[src/rtl/serial_shifter.sv]
// Multi-cycle serial shifter: one 1-bit step per clock, start/busy/done handshake,
// registered result and condition codes {s,z,c,v}. Adds rotate-right alongside the ALU barrel shifter.
module serial_shifter #(
    parameter int WIDTH = 16,
    parameter int SHW   = 5
) (
    input  logic             clk,
    input  logic             rst,
    input  logic             start,
    input  logic [3:0]       fcode,
    input  logic [SHW-1:0]   shift,
    input  logic [WIDTH-1:0] in,
    output logic             busy,
    output logic             done,
    output logic [WIDTH-1:0] result,
    output logic [3:0]       code
);

    localparam logic [3:0] OP_SLL = 4'b1000;
    localparam logic [3:0] OP_SLR = 4'b1001;
    localparam logic [3:0] OP_SRL = 4'b1010;
    localparam logic [3:0] OP_SRA = 4'b1011;
    localparam logic [3:0] OP_SRR = 4'b1100;

    typedef enum logic [1:0] {
        IDLE  = 2'd0,
        SHIFT = 2'd1,
        DONE  = 2'd2
    } state_t;

    state_t           r_state;
    state_t           w_state_nxt;
    logic [WIDTH-1:0] r_work;
    logic [WIDTH-1:0] w_work_nxt;
    logic [3:0]       r_op;
    logic [3:0]       w_op_nxt;
    logic [SHW-1:0]   r_cnt;
    logic [SHW-1:0]   w_cnt_nxt;
    logic             r_c_acc;
    logic             w_c_nxt;
    logic             r_v_acc;
    logic             w_v_nxt;
    logic [WIDTH-1:0] r_result;
    logic [3:0]       r_code;

    logic [WIDTH-1:0] w_step_work;
    logic             w_step_out;
    logic             w_step_v;
    logic             w_load;

    // One 1-bit step of the latched operation; invalid opcodes hold and shift out nothing.
    always_comb begin
        w_step_work = r_work;
        w_step_out  = 1'b0;
        w_step_v    = 1'b0;
        case (r_op)
            OP_SLL: begin
                w_step_work = {r_work[WIDTH-2:0], 1'b0};
                w_step_out  = r_work[WIDTH-1];
                w_step_v    = r_work[WIDTH-1] ^ r_work[WIDTH-2];
            end
            OP_SLR: begin
                w_step_work = {r_work[WIDTH-2:0], r_work[WIDTH-1]};
                w_step_out  = r_work[WIDTH-1];
            end
            OP_SRL: begin
                w_step_work = {1'b0, r_work[WIDTH-1:1]};
                w_step_out  = r_work[0];
            end
            OP_SRA: begin
                w_step_work = {r_work[WIDTH-1], r_work[WIDTH-1:1]};
                w_step_out  = r_work[0];
            end
            OP_SRR: begin
                w_step_work = {r_work[0], r_work[WIDTH-1:1]};
                w_step_out  = r_work[0];
            end
            default: begin
                w_step_work = r_work;
                w_step_out  = 1'b0;
            end
        endcase
    end

    always_comb begin
        w_state_nxt = r_state;
        w_work_nxt  = r_work;
        w_op_nxt    = r_op;
        w_cnt_nxt   = r_cnt;
        w_c_nxt     = r_c_acc;
        w_v_nxt     = r_v_acc;
        case (r_state)
            IDLE: begin
                if (start) begin
                    w_work_nxt  = in;
                    w_op_nxt    = fcode;
                    w_cnt_nxt   = shift;
                    w_c_nxt     = 1'b0;
                    w_v_nxt     = 1'b0;
                    w_state_nxt = (shift != '0) ? SHIFT : DONE;
                end
            end
            SHIFT: begin
                w_work_nxt = w_step_work;
                w_c_nxt    = w_step_out;
                w_v_nxt    = r_v_acc | w_step_v;
                w_cnt_nxt  = r_cnt - SHW'(1);
                if (r_cnt == SHW'(1)) begin
                    w_state_nxt = DONE;
                end
            end
            DONE: begin
                w_state_nxt = IDLE;
            end
            default: begin
                w_state_nxt = IDLE;
            end
        endcase
    end

    // Result and flags are captured on the edge entering DONE so they are valid while done is high.
    assign w_load = (w_state_nxt == DONE) && (r_state != DONE);

    always_ff @(posedge clk) begin
        if (rst) begin
            r_state  <= IDLE;
            r_work   <= '0;
            r_op     <= '0;
            r_cnt    <= '0;
            r_c_acc  <= 1'b0;
            r_v_acc  <= 1'b0;
            r_result <= '0;
            r_code   <= '0;
        end else begin
            r_state <= w_state_nxt;
            r_work  <= w_work_nxt;
            r_op    <= w_op_nxt;
            r_cnt   <= w_cnt_nxt;
            r_c_acc <= w_c_nxt;
            r_v_acc <= w_v_nxt;
            if (w_load) begin
                r_result <= w_work_nxt;
                r_code   <= {w_work_nxt[WIDTH-1], (w_work_nxt == '0), w_c_nxt, w_v_nxt};
            end
        end
    end

    assign busy   = (r_state != IDLE);
    assign done   = (r_state == DONE);
    assign result = r_result;
    assign code   = r_code;

endmodule

[config.mk]
export PLATFORM = sky130hd
export DESIGN_NAME = serial_shifter
export DESIGN_NICKNAME = d
export VERILOG_FILES = /design/src/rtl/serial_shifter.sv
export SDC_FILE = /design/constraint.sdc
export NUM_CORES = 1
export LEC_CHECK = 0
export CAP_MARGIN = 20
export CORE_ASPECT_RATIO = 1.75
export CORE_UTILIZATION = 53
export CTS_CLUSTER_DIAMETER = 30
export DETAILED_ROUTE_END_ITERATION = 6
export MAX_ROUTING_LAYER = met4
export PLACE_DENSITY = 0.83
export SYNTH_ARGS = -nofsm -noshare
export SYNTH_HDL_FRONTEND = slang
export SYNTH_SLANG_ARGS = --single-unit
[constraint.sdc]
create_clock -name clk -period 2.2 [get_ports clk]
set_input_delay 0.22 -clock clk [delete_from_list [all_inputs] [get_ports clk]]
set_output_delay 0.22 -clock clk [all_outputs]
set_load 0.02 [all_outputs]
==> out/results.txt, run 1 <==
Status: finished with violations
Failing checks: design-rule violations
Final Hold Slack: 0.493 ns
Placed cells: 465
Routed WL: 8.50 mm
FF+latch count, synth: 48
Power Total: 2.20 mW
Synth area leaders: dfxtp_1 (34%), nor2_1 (6.8%), a211oi_1 (5.6%), a21oi_1 (4.1%), o21ai_0 (3.8%)
Reported net switching power: 713 uW
Final antenna diode count: 0
H-tree depth: 2
Setup crit end kind: output port
Post-synth cell types: 59
DR vias/cell: 6.42
Tmin final: 2.07 ns
Avg Inst Size Synth: 7.98 um^2
P_int: 1.48 mW
Slew Limit Fails: 0
FP Rows: 34
TritonCTS Buffers: 5
I/O Buffers: 49
Initial antenna violation count: 0
Worst path arrival time: 1.85 ns
CTS tree: yes
NumNets Final: 449
Final std cells w/o fill: 473
I/O pin count: 50
Worst Setup Slack, final: 0.128 ns
Clock power frac: 25.4%
Die area: 5590 um^2
Total track usage: 32.2%
Post-DP HPWL: 6.22 mm
Max Freq: 0.483 GHz
Layout area overhead: 30.4%
Longest Clk Path Bufs: 2
Detail Route Antenna Nets: 0
Largest area contributor in the netlist: dfxtp_1
Top-area cell type share of the netlist area: 34.3%
CTS clk-pin slew, worst paths: 0.09 ns
# DRC: 2
Starting Density: 55.8%
Asr flop ratio synth: 0%
Clk Tree Root Cell: clkbuf_8
DR WL/cell: 18.0 um
Number of global-route vias before repair: 2883
Gpl congestion: 0.995
Synthesized cell area: 2800 um^2
DR iter-0 viols: 174
Worst slack, placed: -0.0950 ns
Combinational fraction of design power: 28.7%
Critical setup path kind: register to output port
Yosys Warn Count: 0
Share of power burned in registers: 45.9%
Post-synth EDFFs: 0
Worst EP required: 1.98 ns
CTS Sinks: 48
Switching share of power: 32.5%
RSZ-0062 raised after global routing: false
Worst clock skew: 0.00826 ns
Fin crit share: 94.2%
Endpoints failing hold: 0
Measured slew at the worst slew-check pin: 0.521 ns
Clock latency on the worst-skew pair: 0.31 ns
Sequential share of the synthesized area: 34.3%
Fill count: 419
Pwr Density: 601 nW/um^2
Net Count, Synth: 381
Chip height: 98.2 um
1st-pass router iterations: 7
First-pass GRT wire length: 13.6 mm
Share of cells above drive strength 1: 16.0%
Hold Crit Class: register to register
Type of origin of the critical path: register
Leakage: 1.33 nW
Grt ovf: 0
Final setup fails: 0
Max_slew headroom: 64.7%
Worst vdd ir: 0.369 mV
Post-Syn Instances: 351
Design Area, Final: 3650 um^2
CTS Hold Bufs: 0
Die X: 57.0 um
Via Count: 3038
Core area: 5020 um^2
Max Fanout on Critical Path: 21
Placed cell areas: 3540 um^2
Largest net degree at the start of global routing: 32
Max Cap Viol: 0
Post-synth top flop: dfxtp_1
## flip-flops by register name, summed over array words and instances, names as in the netlist
signal / flops
r_cnt: 5
r_v_acc: 1
code: 3
r_op: 4
r_work: 16
r_state: 2
r_c_acc: 1
result: 16
## worst paths after layout
check	start	end	slack [ns]	cells past startpoint
setup / recovery	r_state[0]$_SDFF_PP0_	busy	0.13	4
hold / removal	result[9]$_SDFFE_PP0P_	result[9]$_SDFFE_PP0P_	0.49	2
hold reg to reg	result[9]$_SDFFE_PP0P_	result[9]$_SDFFE_PP0P_	0.49	2
setup reg to reg	r_op[1]$_SDFFE_PP0P_	code[2]$_SDFFE_PP0P_	0.14	7
## synth_stat cells, drive strengths merged, types with 4 or more instances
| master | number |
|---|---|
| o22ai | 6 |
| nor3b | 6 |
| a22oi | 9 |
| o21ai | 23 |
| nand3b | 6 |
| nand2 | 15 |
| nand3 | 4 |
| a311oi | 4 |
| nor3 | 5 |
| o221ai | 9 |
| clkbuf | 11 |
| buf | 18 |
| dfxtp | 48 |
| nor2b | 4 |
| a21oi | 23 |
| a31oi | 5 |
| mux2i | 5 |
| nand2b | 14 |
| inv | 12 |
| o21bai | 6 |
| nor2 | 52 |
| a211oi | 21 |
| and2 | 5 |
## placed cells by master, fill, tap and decap left out, drive strengths merged, types with 9 or more instances in the layout
master,netlist,final
nor2,52,52
clkdlybuf4s50,0,49
dfxtp,48,48
buf,18,41
a21oi,23,23
o21ai,23,23
a211oi,21,21
nand2,15,15
nand2b,14,14
inv,12,12
a22oi,9,9
o221ai,9,9
## worst max-delay path: stages, from the launching register on
cell             delay (ns)
dfxtp_1                0.44
buf_4                  0.29
inv_2                  0.13
nand2_1                0.08
clkdlybuf4s50_1        0.60
## layer usage
metal  share of wire, %  GRT usage, %  vias to the layer above
li1                   -             -                     1441
met1                 37          33.7                     1422
met2                 51          55.6                      138
met3                5.3          4.37                       37
met4                6.6          19.9                        0
met5                  0             -                        -
## stage by stage
stage | utilization (%) | TNS, ns
2_1_floorplan | - | 0
3_3_place_gp | 70.6 | 0
3_5_place_dp | 70.6 | -0.0950
4_1_cts | 72.4 | 0
5_1_grt | 72.8 | 0
6_report | 72.8 | 0
## kinds of logic (layout without fill, tap and decap cells)
kind of cell / count (synthesis) / in the layout / share of synthesized area, %
AO/OA/AOI/OAI: 126 / 126 / 31.4
buffers and inverters: 41 / 109 / 7.19
adder cells (fa/ha/maj): 2 / 2 / 0.893
AND/OR/NAND/NOR: 127 / 127 / 23.6
multiplexers: 6 / 6 / 2.32
flip-flops: 48 / 48 / 34.3
XOR/XNOR: 1 / 1 / 0.313
## cell type report
type | count | area [um^2] | area share [%]
clock buffer | 6 | 82.6 | 2.26
clock inverter | 1 | 8.76 | 0.240
inverter | 12 | 45.0 | 1.23
multi-input combinational | 262 | 1650 | 45.1
sequential | 48 | 967 | 26.5
tap | 54 | 67.6 | 1.85
timing repair buffer | 90 | 836 | 22.9
## what timing repair did
action                     4_1_cts  5_1_grt
gates resized for setup          1        5
setup endpoints to repair        1        1
buffers inserted                 0        1
pin swaps                        0        1
## power groups by stage
stage               registers [mW]  clock network [mW]  logic, mW
floorplan                     1.00                   0      0.362
global route                  1.02               0.590      0.682
detailed placement            1.02                   0      0.610
global placement              1.02                   0      0.600
finish                        1.01               0.557      0.631
CTS                           1.00               0.558      0.616
No activity file was read; power rests on OpenSTA's default activity.
==> run 2: changes to the inputs <==
--- a/config.mk
+++ b/config.mk
@@ -7,11 +7,11 @@
 export LEC_CHECK = 0
 export CAP_MARGIN = 20
 export CORE_ASPECT_RATIO = 1.75
-export CORE_UTILIZATION = 53
+export CORE_UTILIZATION = 39
 export CTS_CLUSTER_DIAMETER = 30
 export DETAILED_ROUTE_END_ITERATION = 6
 export MAX_ROUTING_LAYER = met4
-export PLACE_DENSITY = 0.83
+export PLACE_DENSITY = 0.65
 export SYNTH_ARGS = -nofsm -noshare
 export SYNTH_HDL_FRONTEND = slang
 export SYNTH_SLANG_ARGS = --single-unit
==> run 2 against run 1 <==
The flow now finishes without violations. Sequential power hardly changed. Clock power rose by 44%. Flip-flop and latch count did not move. Critical endpoint is now code[2]$_SDFFE_PP0P_. Largest cell class unchanged. Highest routed layer unchanged.
==> out/results.txt, run 2 (synthesis results as in run 1) <==
Post-Route Utilization: 54.6% (-18 points)
Fin crit share: 95.7% (+1.5 points)
Total track usage: 26.5% (-5.7 points)
Max_slew headroom: 58.5% (-6.2 points)
DR WL/cell: 18.1 um (+0.86%)
CTS clk-pin slew, worst paths: 0.07 ns (-0.02 ns)
CTS Sinks: 48 (unchanged)
Max Freq: 0.475 GHz (-1.5%)
Number of global-route vias before repair: 2983 (+3.5%)
I/O Buffers: 49 (unchanged)
Worst Setup Slack, final: 0.0954 ns (-0.0323 ns)
Pwr Density: 648 nW/um^2 (+7.7%)
First-pass GRT wire length: 14.5 mm (+6.0%)
Grt ovf: 0 (unchanged)
# DRC: 0 (-2)
Final antenna diode count: 0 (unchanged)
Die area: 7540 um^2 (+35%)
Post-DP HPWL: 6.95 mm (+12%)
FP Rows: 40 (+18%)
Power Total: 2.44 mW (+11%)
1st-pass router iterations: 5 (-2)
Worst path arrival time: 2.31 ns (+0.46 ns)
Status: completed
Detail Route Antenna Nets: 0 (unchanged)
Final setup fails: 0 (unchanged)
Fill count: 693 (+65%)
Max Fanout on Critical Path: 10 (-52%)
Hold Crit Class: register to register
Type of origin of the critical path: register
DR vias/cell: 5.93 (-7.7%)
Gpl congestion: 1.01 (+1.4%)
Clock latency on the worst-skew pair: 0.29 ns (-0.02 ns)
Share of cells above drive strength 1: 16.9% (+0.87 points)
CTS tree: yes
Worst clock skew: 0.00714 ns (-0.00112 ns)
DR iter-0 viols: 146 (-16%)
Critical setup path kind: register to register
Worst vdd ir: 0.328 mV (-11%)
NumNets Final: 450 (+0.22%)
Tmin final: 2.10 ns (+0.0323 ns)
I/O pin count: 50 (unchanged)
Via Count: 2994 (-1.4%)
Initial antenna violation count: 0 (unchanged)
Worst EP required: 2.41 ns (+0.43 ns)
Die X: 66.1 um (+16%)
H-tree depth: 2 (unchanged)
Core area: 6910 um^2 (+38%)
Slew Limit Fails: 0 (unchanged)
Longest Clk Path Bufs: 2 (unchanged)
Layout area overhead: 34.6%
Clk Tree Root Cell: clkbuf_16
Measured slew at the worst slew-check pin: 0.619 ns (+0.0975 ns)
Setup TNS: 0 ns (unchanged)
Endpoints failing hold: 0 (unchanged)
Largest net degree at the start of global routing: 29 (-9.4%)
Routed WL: 9.15 mm (+7.7%)
Starting Density: 40.6% (-15 points)
TritonCTS Buffers: 5 (unchanged)
Setup crit end kind: register
Worst slack, placed: -0.0503 ns (+0.0447 ns)
RSZ-0062 raised after global routing: false
Leakage: 1.38 nW (+3.1%)
Leading cell types in the layout, fill and taps excluded: nor2_1 (51), clkdlybuf4s50_1 (49), dfxtp_1 (45)
Max Cap Viol: 0 (unchanged)
Final Hold Slack: 0.481 ns (-0.0122 ns)
Commonest non-fill, non-tap cell in the layout: nor2_1
Chip height: 114 um (+16%)
CTS Hold Bufs: 0 (unchanged)
-- run 2: metrics by stage --
| stage | area, um^2 | instances |
|---|---|---|
| floorplan | 2800 | 351 |
| global placement | 3580 | 497 |
| detailed placement | 3580 | 497 |
| CTS | 3740 | 505 |
| global route | 3770 | 505 |
| finish | 3770 | 505 |
-- run 2: layout make-up --
| type | count | area (um^2) | share of cell area (%) |
|---|---|---|---|
| well taps | 84 | 105 | 2.79 |
| repair buffers | 91 | 831 | 22.0 |
| multi-input cells | 262 | 1670 | 44.3 |
| flip-flops and latches | 48 | 967 | 25.6 |
| clock inverters | 2 | 13.8 | 0.365 |
| clock buffers | 6 | 139 | 3.68 |
| inverters | 12 | 45.0 | 1.19 |
-- run 2: final timing paths --
path | startpoint | to | slack [ns] | cells past startpoint
hold / removal | result[0]$_SDFFE_PP0P_ | result[0]$_SDFFE_PP0P_ | 0.48 | 2
setup / recovery | r_op[1]$_SDFFE_PP0P_ | code[2]$_SDFFE_PP0P_ | 0.1 | 7
hold reg to reg | result[0]$_SDFFE_PP0P_ | result[0]$_SDFFE_PP0P_ | 0.48 | 2
setup reg to reg | r_op[1]$_SDFFE_PP0P_ | code[2]$_SDFFE_PP0P_ | 0.1 | 7
-- run 2: timing repair --
item | CTS | global route
pin swaps | 0 | 1
buffers inserted | 0 | 0
resized for setup | 1 | 8
endpoints found under the setup margin | 1 | 1
gates cloned | 0 | 0
-- run 2: where the power goes --
| part | internal (mW) | switching [mW] | total (mW) |
|---|---|---|---|
| clock network | 0.455 | 0.346 | 0.802 |
| registers | 0.926 | 0.0937 | 1.02 |
| logic | 0.305 | 0.317 | 0.622 |
-- run 2: worst max-delay path, cell delays in order (launching register included) --
cell	delay, ns
dfxtp_2	0.38
buf_4	0.17
or2_1	0.22
o221ai_1	0.33
o221ai_2	0.15
a2111oi_1	0.41
nand4_1	0.16
o31ai_2	0.20
-- run 2: metal layers --
| layer | GRT usage (%) | vias up | share of wire (%) |
|---|---|---|---|
| met5 | - | - | 0 |
| met4 | 20.6 | 0 | 8.4 |
| met3 | 3.98 | 43 | 4.3 |
| met2 | 45.6 | 101 | 51 |
| met1 | 25.9 | 1412 | 36 |
| li1 | - | 1438 | - |
